### src/rtl/ahb_bm_pkg.sv
// Shared AHB bus-matrix definitions: transfer/response encodings, widths and
// the address-phase bundle that travels from the input stage to the output stages.
package ahb_bm_pkg;

    localparam int AW = 32;
    localparam int UW = 32;
    localparam int MW = 4;

    typedef enum logic [1:0] {
        HTRANS_IDLE   = 2'b00,
        HTRANS_BUSY   = 2'b01,
        HTRANS_NONSEQ = 2'b10,
        HTRANS_SEQ    = 2'b11
    } htrans_e;

    typedef enum logic [1:0] {
        HRESP_OKAY  = 2'b00,
        HRESP_ERROR = 2'b01
    } hresp_e;

    // Full address/control phase of one transfer, as arbitrated on by output stages
    typedef struct packed {
        logic          sel;
        logic [AW-1:0] addr;
        logic [UW-1:0] auser;
        logic [1:0]    trans;
        logic          write;
        logic [2:0]    size;
        logic [2:0]    burst;
        logic [3:0]    prot;
        logic [MW-1:0] master;
        logic          mastlock;
    } ahb_addr_t;

endpackage

### src/rtl/ahb_bus_matrix_hold_reg.sv
// Address-phase capture bank: samples the master's address/control on every
// HREADYS=1 cycle and replays it while a transfer is pending.
module ahb_bus_matrix_hold_reg
    import ahb_bm_pkg::*;
(
    input  logic      HCLK,
    input  logic      HRESETn,
    input  logic      capture,
    input  logic      pend_tran,
    input  ahb_addr_t live,
    output ahb_addr_t bundle
);

    ahb_addr_t held;

    always_ff @(posedge HCLK or negedge HRESETn) begin
        if (!HRESETn)
            held <= '0;
        else if (capture)
            held <= live;
    end

    assign bundle = pend_tran ? held : live;

endmodule

### src/rtl/ahb_bus_matrix_input_stage.sv
// Master-facing input stage of the AHB bus matrix: holds an address phase the
// addressed output stage could not take, stalls the master, and returns data-phase status.
module ahb_bus_matrix_input_stage
    import ahb_bm_pkg::*;
(
    input  logic          HCLK,
    input  logic          HRESETn,
    input  logic          HSELS,
    input  logic [AW-1:0] HADDRS,
    input  logic [UW-1:0] HAUSERS,
    input  logic [1:0]    HTRANSS,
    input  logic          HWRITES,
    input  logic [2:0]    HSIZES,
    input  logic [2:0]    HBURSTS,
    input  logic [3:0]    HPROTS,
    input  logic [MW-1:0] HMASTERS,
    input  logic          HMASTLOCKS,
    input  logic          HREADYS,
    input  logic          active_ip,
    input  logic          addr_ready_ip,
    input  logic          data_ready_ip,
    input  logic [1:0]    data_resp_ip,
    output logic          HREADYOUTS,
    output logic [1:0]    HRESPS,
    output logic          sel_ip,
    output logic [AW-1:0] addr_ip,
    output logic [UW-1:0] auser_ip,
    output logic [1:0]    trans_ip,
    output logic          write_ip,
    output logic [2:0]    size_ip,
    output logic [2:0]    burst_ip,
    output logic [3:0]    prot_ip,
    output logic [MW-1:0] master_ip,
    output logic          mastlock_ip,
    output logic          held_tran_ip
);

    logic      pend_tran, pend_nxt;
    logic      dphase, dphase_nxt;
    logic      tran_valid, accept;
    ahb_addr_t live, bundle;

    assign live = '{sel: HSELS, addr: HADDRS, auser: HAUSERS, trans: HTRANSS,
                    write: HWRITES, size: HSIZES, burst: HBURSTS, prot: HPROTS,
                    master: HMASTERS, mastlock: HMASTLOCKS};

    // HTRANS[1] covers NONSEQ and SEQ; IDLE and BUSY never request
    assign tran_valid   = HSELS & HREADYS & HTRANSS[1];
    assign held_tran_ip = pend_tran | tran_valid;
    assign accept       = held_tran_ip & active_ip & addr_ready_ip;

    ahb_bus_matrix_hold_reg u_hold (
        .HCLK      (HCLK),
        .HRESETn   (HRESETn),
        .capture   (HREADYS),
        .pend_tran (pend_tran),
        .live      (live),
        .bundle    (bundle)
    );

    assign sel_ip      = bundle.sel;
    assign addr_ip     = bundle.addr;
    assign auser_ip    = bundle.auser;
    assign trans_ip    = bundle.trans;
    assign write_ip    = bundle.write;
    assign size_ip     = bundle.size;
    assign burst_ip    = bundle.burst;
    assign prot_ip     = bundle.prot;
    assign master_ip   = bundle.master;
    assign mastlock_ip = bundle.mastlock;

    always_ff @(posedge HCLK or negedge HRESETn) begin
        if (!HRESETn) begin
            pend_tran <= 1'b0;
            dphase    <= 1'b0;
        end else begin
            pend_tran <= pend_nxt;
            dphase    <= dphase_nxt;
        end
    end

    // A transfer granted in its issuing cycle goes straight to the data phase
    always_comb begin
        pend_nxt   = pend_tran;
        dphase_nxt = dphase;
        HREADYOUTS = 1'b1;
        HRESPS     = HRESP_OKAY;
        if (accept)
            pend_nxt = 1'b0;
        else if (tran_valid)
            pend_nxt = 1'b1;
        if (accept)
            dphase_nxt = 1'b1;
        else if (data_ready_ip)
            dphase_nxt = 1'b0;
        if (dphase) begin
            HREADYOUTS = data_ready_ip;
            HRESPS     = data_resp_ip;
        end else if (pend_tran) begin
            HREADYOUTS = 1'b0;
        end
    end

endmodule

### config.mk
export PLATFORM = sky130hd
export DESIGN_NAME = ahb_bus_matrix_input_stage
export DESIGN_NICKNAME = d
export VERILOG_FILES = /design/src/rtl/ahb_bm_pkg.sv /design/src/rtl/ahb_bus_matrix_hold_reg.sv /design/src/rtl/ahb_bus_matrix_input_stage.sv
export SDC_FILE = /design/constraint.sdc
export NUM_CORES = 1
export LEC_CHECK = 0
export BUFFER_PORTS_ARGS = -buffer_cell sky130_fd_sc_hd__clkbuf_2
export CAP_MARGIN = 20
export CORE_MARGIN = 10
export CORE_UTILIZATION = 35
export CTS_CLUSTER_SIZE = 12
export DETAILED_ROUTE_END_ITERATION = 10
export SYNTH_ARGS = -nofsm -noshare
export SYNTH_HDL_FRONTEND = slang
export SYNTH_SLANG_ARGS = --single-unit
### constraint.sdc
create_clock -name HCLK -period 1.6 [get_ports HCLK]
set_input_delay 0.48 -clock HCLK [delete_from_list [all_inputs] [get_ports HCLK]]
set_output_delay 0.48 -clock HCLK [all_outputs]
set_load 0.01 [all_outputs]
* Word-level counts from Yosys, hierarchy flattened *
Index checks and enable logic that the tools add are counted.

operators by class
  mux-type cells = 8
  bitwise logic cells = 5
  reductions and logical operators = 2

operator list
  operator           number
  $mux 83            1
  $mux 1             6
  $and 1x1->1        4
  $reduce_bool 2->1  2
  $mux 2             1
  $or 1x1->1         1

word-level totals
  register bits = 85
  input bits = 91
  output and inout port bits = 87
  word-level logic and storage cells = 27

* Logic depth before layout (Yosys ltp) *
Gate-level depths: netlist of run 1.

  depth after elaboration = 6
  mapped depth = 4
  gate-level depth less buffers = 2

* Cells and area by module *
From an unflattened synthesis of run 1, not the netlist that was laid out.

unflattened totals
  cell total of the unflattened synthesis = 279
  area total of the unflattened synthesis = 4906.0 µm²

modules (own cells, without submodules)
  module                      instances  cells each  area each (µm²)  sequential area each (µm²)
  ahb_bus_matrix_hold_reg     1          267         4784.6           2077.0
  ahb_bus_matrix_input_stage  1          12          121.4            50.0

* Least setup slack after synthesis of run 1 *
No wires, ideal clock.

  path kind = register to output
  from = register pend_tran
  to = output addr_ip[0]
  arrival = 1.039 ns
  data required time = 1.120 ns
  slack = 0.081 ns
  cell stages (with the launch flop) = 4
  path through = dfrtp_1 > buf_4 > buf_6 > mux2_1

between the ends
  word-level cells in the longest chain between the ends = 1

RTL lines
  element                 line                              source
  from (decl)             ahb_bus_matrix_input_stage.sv:38  logic pend_tran, pend_nxt;
  from (signal assigned)  ahb_bus_matrix_input_stage.sv:77  pend_tran <= pend_nxt;
  $mux 83                 ahb_bus_matrix_hold_reg.sv:23     assign bundle = pend_tran ? held : live;
  to (decl)               ahb_bus_matrix_input_stage.sv:26  output logic [AW-1:0] addr_ip,

Every way passes these cells.

* Worst setup path after layout of run 1 *
  from = register pend_tran
  to = output addr_ip[30]

Same word-level chain as after synthesis.

==> results by stage, run 1 <==
STA:
- Setup repair after global routing could not meet its margin everywhere.
- The peak clock frequency supported by timing is 498 MHz.
- The final hold violation count came to 0.
- The smallest clock period supported by the final layout is computed as 2.01 ns.
- The actual slew at the worst max-slew pin is 0.485 ns.
- The setup TNS is -32.81 ns.
- Between clock sinks in the finished design, the worst skew comes to 0.0000872 ns.
- The tightest slew margin relative to the limit is 67.7%.
- The final-report setup violation count is 85.
- After layout, the worst path uses 125% of the clock period.
- The count of final max-slew check failures was 0.
- The setup slack of the critical path after layout is -0.408 ns.

Critical path:
- The category of the critical setup timing path is flop to output pin.
- The critical-path maximum fanout is 24.
- The data required time of the critical path is 1.12 ns.
- The arrival time at the worst endpoint is 1.53 ns.
- The sort of element at the start of the critical path is a flop.
- Across all register-to-register paths, the minimum setup slack is 0.37 ns.
- The element type at the critical path end is an output pin.

Global routing:
- The global routing usage summed across all routing layers is 12.5%.
- The pin count of the biggest net entering global routing is 86.
- For this run the aggregate overflow at the end of global routing stands at 0.
- The via count of the first global-routing pass is 3217.
- The first global-routing pass estimated 16.5 mm of wire.
- Global routing used 14.2% of the available met1 tracks.
- The number of antenna violations at the first check in global routing is 0.
- For this run, global-route usage on met2 was measured as 19.4%.
- The busiest layer in global routing is met2.
- The global-route track usage on met3 is 6.57%.

Clocking:
- The TritonCTS clock tree is yes.
- The total of cells resized after clock tree synthesis is 17.
- Buffers inserted during clock tree synthesis total 9.
- Clock-pin slew was measured on the worst setup and hold paths at 0.06 ns.
- At the later pin of the worst-skew pair, clock insertion delay measures 0.34 ns.
- The number of clock sinks is 85.
- The number of buffers added to fix hold violations after cts is 0.
- Once the clock tree was built, the setup fixing pass inserted 0 buffers.
- The cell chosen for the clock root is sky130_fd_sc_hd__clkbuf_16.
- The count of H-tree levels built during CTS is 3.
- The maximum buffer depth of the clock tree is 2.

Synth:
- The net count after synthesis is 370.
- Yosys mapped the design onto 13 distinct sky130hd cell types.
- After synthesis, flip-flops and latches occupy 50.4% of the total area.
- For this run, the number of Yosys warnings is 0.
- A synthesized cell averages 15.1 sq um.
- In this run the cell area of the synthesized design comes to 0.00422 sq mm.
- Synthesis produced a netlist whose cell count is 279.
- The synthesized design contains 85 register bits.

Place:
- The number of instances in the placed design is 593.
- The congestion estimate from routability-driven global placement came to 0.688.
- Buffers placed on the I/O ports in this run total 177.
- The placed instances occupy a cell area of 0.00527 sq mm.
- The placed wire-length estimate after detailed placement is 7.87 mm.

Drt:
- The detailed router placed 2902 vias in this run.
- Once detail routing completed, the nets flagged for antenna violations numbered 0.
- After detailed routing, the average wire length per cell comes to 17.2 microns.
- The number of design-rule violations left by the first detailed-router iteration is 109.
- After detailed routing, the number of vias per cell comes to 4.77.
- The detailed-routing iteration count for the pre-antenna-repair pass is 4.
- After detailed routing, the number of remaining DRC violations is 0.
- The detailed-route wire length is 10.5 mm.

Finish:
- The layout overhead on the synthesized area is 34.8%.
- Cells fill 47.7% of the core in the end.
- The non-filler instance count after layout is 609.
- The post-route cell area is 0.00568 sq mm.
- The share of layout cells above drive strength 1 is 74.0%.
- The net count of the finished layout is 548.
- The number of antenna diodes is 0.

Power and ir drop:
- The power density over the cells is 1080 mW/mm^2.
- The overall power of the completed layout is 0.00616 W.
- The worst-case IR drop observed on VDD is 688 uV.
- The static leakage power is 2.72 nW.

Floorplan:
- In this run the count of I/O pins placed on the die edge is 178.
- Measured along the x axis, the die boundary spans 130 microns.
- The initial utilization of the core area, before any placement, comes to 35.4%.
- The placeable core area is 0.0119 sq mm.
- The floorplan step defined a die boundary enclosing 0.0168 sq mm.
- The initialized floorplan defines 40 standard-cell rows.
- From bottom edge to top edge, the die measures 130 microns.

Hold path:
- The tightest min-delay check is of the input pin to asynchronous set/reset pin type.

Status:
- The checks that failed: setup timing.
- The flow ran to the end, but the final reports show violations.

Run:
- The tool flagged a number of max-cap violations equal to 0.
flip-flops by register name, summed over array words and instances (netlist names):
register	count
dphase	1
pend_tran	1
u_hold.held	83
critical path, cell delays in order, from the launching register on:
cell                       delay (ns)
sky130_fd_sc_hd__dfrtp_4         0.47
sky130_fd_sc_hd__buf_12          0.22
sky130_fd_sc_hd__mux2_2          0.35
sky130_fd_sc_hd__clkbuf_2        0.13
synth_stat cells:
library cell                n  area share (%)
sky130_fd_sc_hd__a21oi_1    1            0.12
sky130_fd_sc_hd__a31oi_2    1            0.30
sky130_fd_sc_hd__and2_1     2            0.30
sky130_fd_sc_hd__buf_2      5            0.59
sky130_fd_sc_hd__buf_4      2            0.36
sky130_fd_sc_hd__buf_6     11             2.9
sky130_fd_sc_hd__dfrtp_1   85              50
sky130_fd_sc_hd__inv_1      2            0.18
sky130_fd_sc_hd__mux2_1    48              13
sky130_fd_sc_hd__mux2_2   118              32
sky130_fd_sc_hd__nand2_1    2            0.18
sky130_fd_sc_hd__o21ai_0    1            0.12
sky130_fd_sc_hd__o22ai_1    1            0.15
power by group:
group          switching [W]  leakage, nW  internal, W
Combinational       0.000621         1.56     0.000770
Clock               0.000844        0.163      0.00145
Sequential          0.000110        0.995      0.00237
placed cells by master, fill, tap and decap left out:
cell type / netlist / layout
sky130_fd_sc_hd__a21oi_1: 1 / 1
sky130_fd_sc_hd__a31oi_2: 1 / 1
sky130_fd_sc_hd__and2_1: 2 / 2
sky130_fd_sc_hd__buf_12: 0 / 6
sky130_fd_sc_hd__buf_2: 5 / 1
sky130_fd_sc_hd__buf_4: 2 / 4
sky130_fd_sc_hd__bufinv_16: 0 / 2
sky130_fd_sc_hd__clkbuf_1: 0 / 1
sky130_fd_sc_hd__clkbuf_16: 0 / 9
sky130_fd_sc_hd__clkbuf_2: 0 / 174
sky130_fd_sc_hd__clkbuf_8: 0 / 2
sky130_fd_sc_hd__clkinv_2: 0 / 2
sky130_fd_sc_hd__dfrtp_1: 85 / 84
sky130_fd_sc_hd__dfrtp_4: 0 / 1
sky130_fd_sc_hd__inv_1: 2 / 2
sky130_fd_sc_hd__mux2_1: 48 / 26
sky130_fd_sc_hd__mux2_2: 118 / 116
sky130_fd_sc_hd__mux2_4: 0 / 24
sky130_fd_sc_hd__nand2_1: 2 / 2
sky130_fd_sc_hd__o21ai_1: 0 / 1
sky130_fd_sc_hd__o22ai_1: 1 / 1
path summary, 6_finish.rpt:
path                                  from  depth (start not counted)               to
setup reg to reg                 pend_tran                          4           dphase
min in group HCLK                active_ip                          2        pend_tran
hold reg to reg            u_hold.held[11]                          1  u_hold.held[11]
max in group asynchronous          HRESETn                          2        pend_tran
setup / recovery                 pend_tran                          3      addr_ip[30]
hold / removal                     HRESETn                          2  u_hold.held[56]
layout make-up:
type | count | area (sq um)
Clock inverter | 4 | 70.1
Timing Repair Buffer | 185 | 1030
Sequential cell | 85 | 2130
Clock buffer | 12 | 256
Inverter | 2 | 7.51
Tap cell | 147 | 184
Fill cell | 1093 | 6230
Multi-Input combinational cell | 174 | 2010
cells by family after synthesis:
logic type / share of synthesized area, %
and+or+nand+nor: 0.475
DFF: 50.4
AOI/OAI and AO/OA: 0.682
muxes: 44.3
buffers and inverters: 4.07
through the flow:
| step | hold slack [ns] | setup slack (ns) |
|---|---|---|
| CTS | 0.199 | -0.436 |
| global placement | 0.483 | -0.0434 |
| finish | 0.150 | -0.408 |
| floorplan | 0.184 | 0.0813 |
| global route | 0.219 | -0.472 |
| detailed placement | 0.491 | -0.0507 |
routing by layer:
layer / wire (microns) / vias up
met1: 4250 / 1405
li1: - / 1372
met4: 162 / 0
met3: 1250 / 12
met2: 4820 / 113
met5: 0 / -
Power figures use the tool's default switching activity.
==> run 2, diff against run 1 <==
--- a/config.mk
+++ b/config.mk
@@ -5,12 +5,12 @@
 export SDC_FILE = /design/constraint.sdc
 export NUM_CORES = 1
 export LEC_CHECK = 0
-export BUFFER_PORTS_ARGS = -buffer_cell sky130_fd_sc_hd__clkbuf_2
 export CAP_MARGIN = 20
 export CORE_MARGIN = 10
 export CORE_UTILIZATION = 35
 export CTS_CLUSTER_SIZE = 12
 export DETAILED_ROUTE_END_ITERATION = 10
+export DONT_BUFFER_PORTS = 1
 export SYNTH_ARGS = -nofsm -noshare
 export SYNTH_HDL_FRONTEND = slang
 export SYNTH_SLANG_ARGS = --single-unit
==> run 2 against run 1 <==
Effect of this change:
- via count fell by 21%
- non-clock buffer count decreased by 168
- core utilization fell by 7.6 points
- hold slack got worse by 0.32 ns
- power is 12% lower
- critical path depth stayed put
- cell count decreased by 28%
- the run ends with hold timing, setup timing left
- sequential share of layout area grew 7.1 points
- critical path type unchanged
- final area down 16%
- wire length is 7.1% lower
- global-route usage down 1.7 points
- first-iteration DRC count down 51%
==> results by stage, run 2 (synthesized netlist as in run 1, its figures left out) <==
Status:
- The run finished, with violations left.
- The final reports fail on hold timing, setup timing.

Floorplan:
- The initial standard-cell utilization of the core came to 35.4% (unchanged).
- The area of the die is 0.0168 sq mm (unchanged).
- The die height is 130 microns (unchanged).
- The placeable core area is 0.0119 sq mm (unchanged).
- The width of the die is 130 microns (unchanged).
- The row count is 40 (unchanged).
- The top-level I/O count is 178 (unchanged).

Finish:
- The layout overhead on the synthesized area is 13.2%.
- The library cells used most frequently in the layout, excluding fill and tap cells, are 163 x sky130_fd_sc_hd__mux2_2, 84 x sky130_fd_sc_hd__dfrtp_1, 12 x sky130_fd_sc_hd__clkbuf_16.
- More flip-flops sit in one register than any other, and that register is u_hold.held.
- The largest registers in the layout are u_hold.held: 83 flops, dphase: 1 flops, pend_tran: 1 flops.
- The utilization of the core after routing is 40.1% (-7.6 points).
- The share of layout cells above drive strength 1 came to 69.0% (-5.0 points).
- The flip-flop count of the largest register, all copies and words added was 83 (unchanged).
- The number of antenna diodes was 0 (unchanged).
- The most common cell after layout, fill and taps aside is sky130_fd_sc_hd__mux2_2.
- The final-stage net count is 380 (-31%).

Clocking:
- The count of H-tree levels built during CTS was 3 (unchanged).
- The maximum buffer depth of the clock tree is 2 (unchanged).
- The clock slew seen by the registers of the worst setup and hold paths is 0.06 ns (about the same).
- TritonCTS built the clock tree.
- The clock latency on the worst-skew pair was 0.34 ns (about the same).
- The number of buffers inserted during clock tree synthesis is 9 (unchanged).
- The number of clock sinks came to 85 (unchanged).
- The cell chosen for the clock root is sky130_fd_sc_hd__clkbuf_16.

Power and ir drop:
- The internal power summed over all cells is 0.00404 W (-12%).
- The static leakage power is 1.92 nW (-29%).
- The power density over the cells came to 1140 mW/mm^2 (+5.3%).
- The worst-case vdd ir drop was 477 uV (-31%).
- The proportion of power drawn by flip-flops and latches came to 45.3% (+5.1 points).
- The clock network fraction of design power is 35.6% (-1.6 points).
- The proportion of power drawn by combinational gates is 19.1% (-3.5 points).
- The power dissipated by switching net loads came to 0.00141 W (-11%).
- The switching part of the total power came to 25.8% (+0.23 points).

STA:
- The count of final max-slew check failures is 0 (unchanged).
- The final hold violation count is 85 (+85).
- The worst clock skew on the final layout is 0.0000310 ns (-0.0000562 ns).
- The actual slew at the worst max-slew pin is 0.210 ns (-0.275 ns).
- The setup slack of the critical path after layout was -0.338 ns (+0.0702 ns).
- The shortest period the worst path allows was 1.94 ns (-0.0702 ns).
- The post-route fraction of the period consumed by the critical path is 121% (-4.4 points).
- The post-route worst hold slack is -0.166 ns (-0.315 ns).
- The final-report setup violation count was 85 (unchanged).
- The peak clock frequency supported by timing was 516 MHz (+3.6%).
- Setup repair after global routing could not meet its margin everywhere.
- The tightest slew margin relative to the limit is 86.0% (+18 points).

Place:
- The number of port buffers is 0 (-100%).
- The pre-CTS setup slack is 0.00333 ns (+0.0540 ns).
- The final weighted congestion of routability-driven global placement came to 0.686 (-0.28%).
- The placed wire-length estimate after detailed placement is 6.71 mm (-15%).

Critical path:
- The arrival time at the worst endpoint is 1.46 ns (-0.07 ns).
- The category of the critical setup timing path is flop to output pin.
- The sort of element at the start of the critical path is a flop.
- The data required time of the critical path is 1.12 ns (about the same).
- The worst register-to-register path begins at pend_tran.
- The worst setup path startpoint is pend_tran.
- The critical-path maximum fanout came to 5 (-79%).
- Traced cell by cell, the critical path runs through buf_6 -> clkbuf_16 -> mux2_4.
- The largest stage delay on the critical path is 0.49 ns (+0.02 ns).
- The element type at the critical path end is an output pin.
- For this design, the slowest cell found on the critical path is sky130_fd_sc_hd__dfrtp_4.

Global routing:
- The number of antenna violations at the first check in global routing came to 0 (unchanged).
- The pin count of the biggest net entering global routing came to 86 (unchanged).
- The wire length of the first global-routing pass was 14.0 mm (-15%).
- The via count of the first global-routing pass is 2471 (-23%).
- The overflow left after global routing is 0 (unchanged).
- The global routing usage summed across all routing layers is 10.8% (-1.7 points).

Drt:
- The post-route DRC violation count was 0 (unchanged).
- The number of design-rule violations left by the first detailed-router iteration came to 53 (-51%).
- The detailed-route wire length is 9.73 mm (-7.1%).
- The count of nets left with antenna violations after detail routing is 0 (unchanged).
- The total via count after detailed routing was 2281 (-21%).
- The via count normalized by instance count is 5.17 (+8.5%).
- The wire length per cell after detailed routing came to 22.1 microns (+28%).
- The detailed-routing iteration count for the pre-antenna-repair pass was 4 (unchanged).

Hold path:
- The min-delay analysis places its worst path in the category input pin to asynchronous set/reset pin.

Run:
- The number of max-cap violations is 0 (unchanged).
run 2: cell types whose count changed in the layout (fill, tap and decap cells not counted), moves of 2 or more:
| cell | before | now |
|---|---|---|
| sky130_fd_sc_hd__clkbuf_16 | 9 | 12 |
| sky130_fd_sc_hd__clkinvlp_4 | 0 | 2 |
| sky130_fd_sc_hd__buf_6 | 0 | 6 |
| sky130_fd_sc_hd__mux2_1 | 26 | 0 |
| sky130_fd_sc_hd__mux2_4 | 24 | 3 |
| sky130_fd_sc_hd__mux2_2 | 116 | 163 |
| sky130_fd_sc_hd__bufinv_16 | 2 | 0 |
| sky130_fd_sc_hd__buf_12 | 6 | 3 |
| sky130_fd_sc_hd__clkbuf_2 | 174 | 0 |
run 2: per-layer routing:
layer	vias to the layer above	part of all wire [%]	track usage, %
met1	1113	37	11.7
met5	-	0	0
li1	1044	-	-
met4	0	0.94	3.77
met2	115	45	15.6
met3	9	17	8.64
run 2: per-stage QoR:
step	TNS [ns]	instance area (sq um)	power [W]	instances	hold WS (ns)
detailed placement	0	4330	0.00341	415	0.188
finish	-27.16	4770	0.00545	441	-0.166
floorplan	0	4220	0.00328	279	0.184
global placement	0	4330	0.00339	415	0.188
global route	-31.19	4770	0.00573	441	-0.192
CTS	-27.82	4630	0.00546	432	-0.189
run 2: critical path, delay by kind of cell, from the launching register on:
| kind | cells | cell delay [ns] |
|---|---|---|
| DFF | 1 | 0.49 |
| muxes | 1 | 0.32 |
| buffers and inverters | 2 | 0.30 |
run 2: power by group through the flow:
stage	Sequential [W]	Clock, W	Combinational (W)
CTS	0.00248	0.00203	0.000954
finish	0.00247	0.00194	0.00104
global placement	0.00251	0	0.000885
detailed placement	0.00251	0	0.000895
global route	0.00250	0.00212	0.00111
floorplan	0.00247	0	0.000810
run 2: final cells by class:
class                   count  area (sq um)
fillers                  1132          7140
flip-flops and latches     85          2130
multi-input cells         174          1930
repair buffers             17           240
clock buffers              10           239
well taps                 147           184
clock inverters             6          38.8
inverters                   2          7.51
run 2: path summary, 6_finish.rpt:
path / to / slack (ns) / cells after the start
worst min register to register: u_hold.held[35] / 0.50 / 1
worst max-delay path: auser_ip[24] / -0.34 / 3
worst max register to register: dphase / 0.29 / 5
min in group HCLK: pend_tran / 0.22 / 1
worst min-delay path: u_hold.held[31] / -0.17 / 0
max in group asynchronous: pend_tran / 1.60 / 0
run 2: timing repair:
action | 4_1_cts | 5_1_grt
endpoints found under the hold margin | 85 | 85
cloned | 0 | 5
gates resized for setup | 53 | 6
buffers inserted | 1 | 4
setup endpoints to repair | 85 | 85
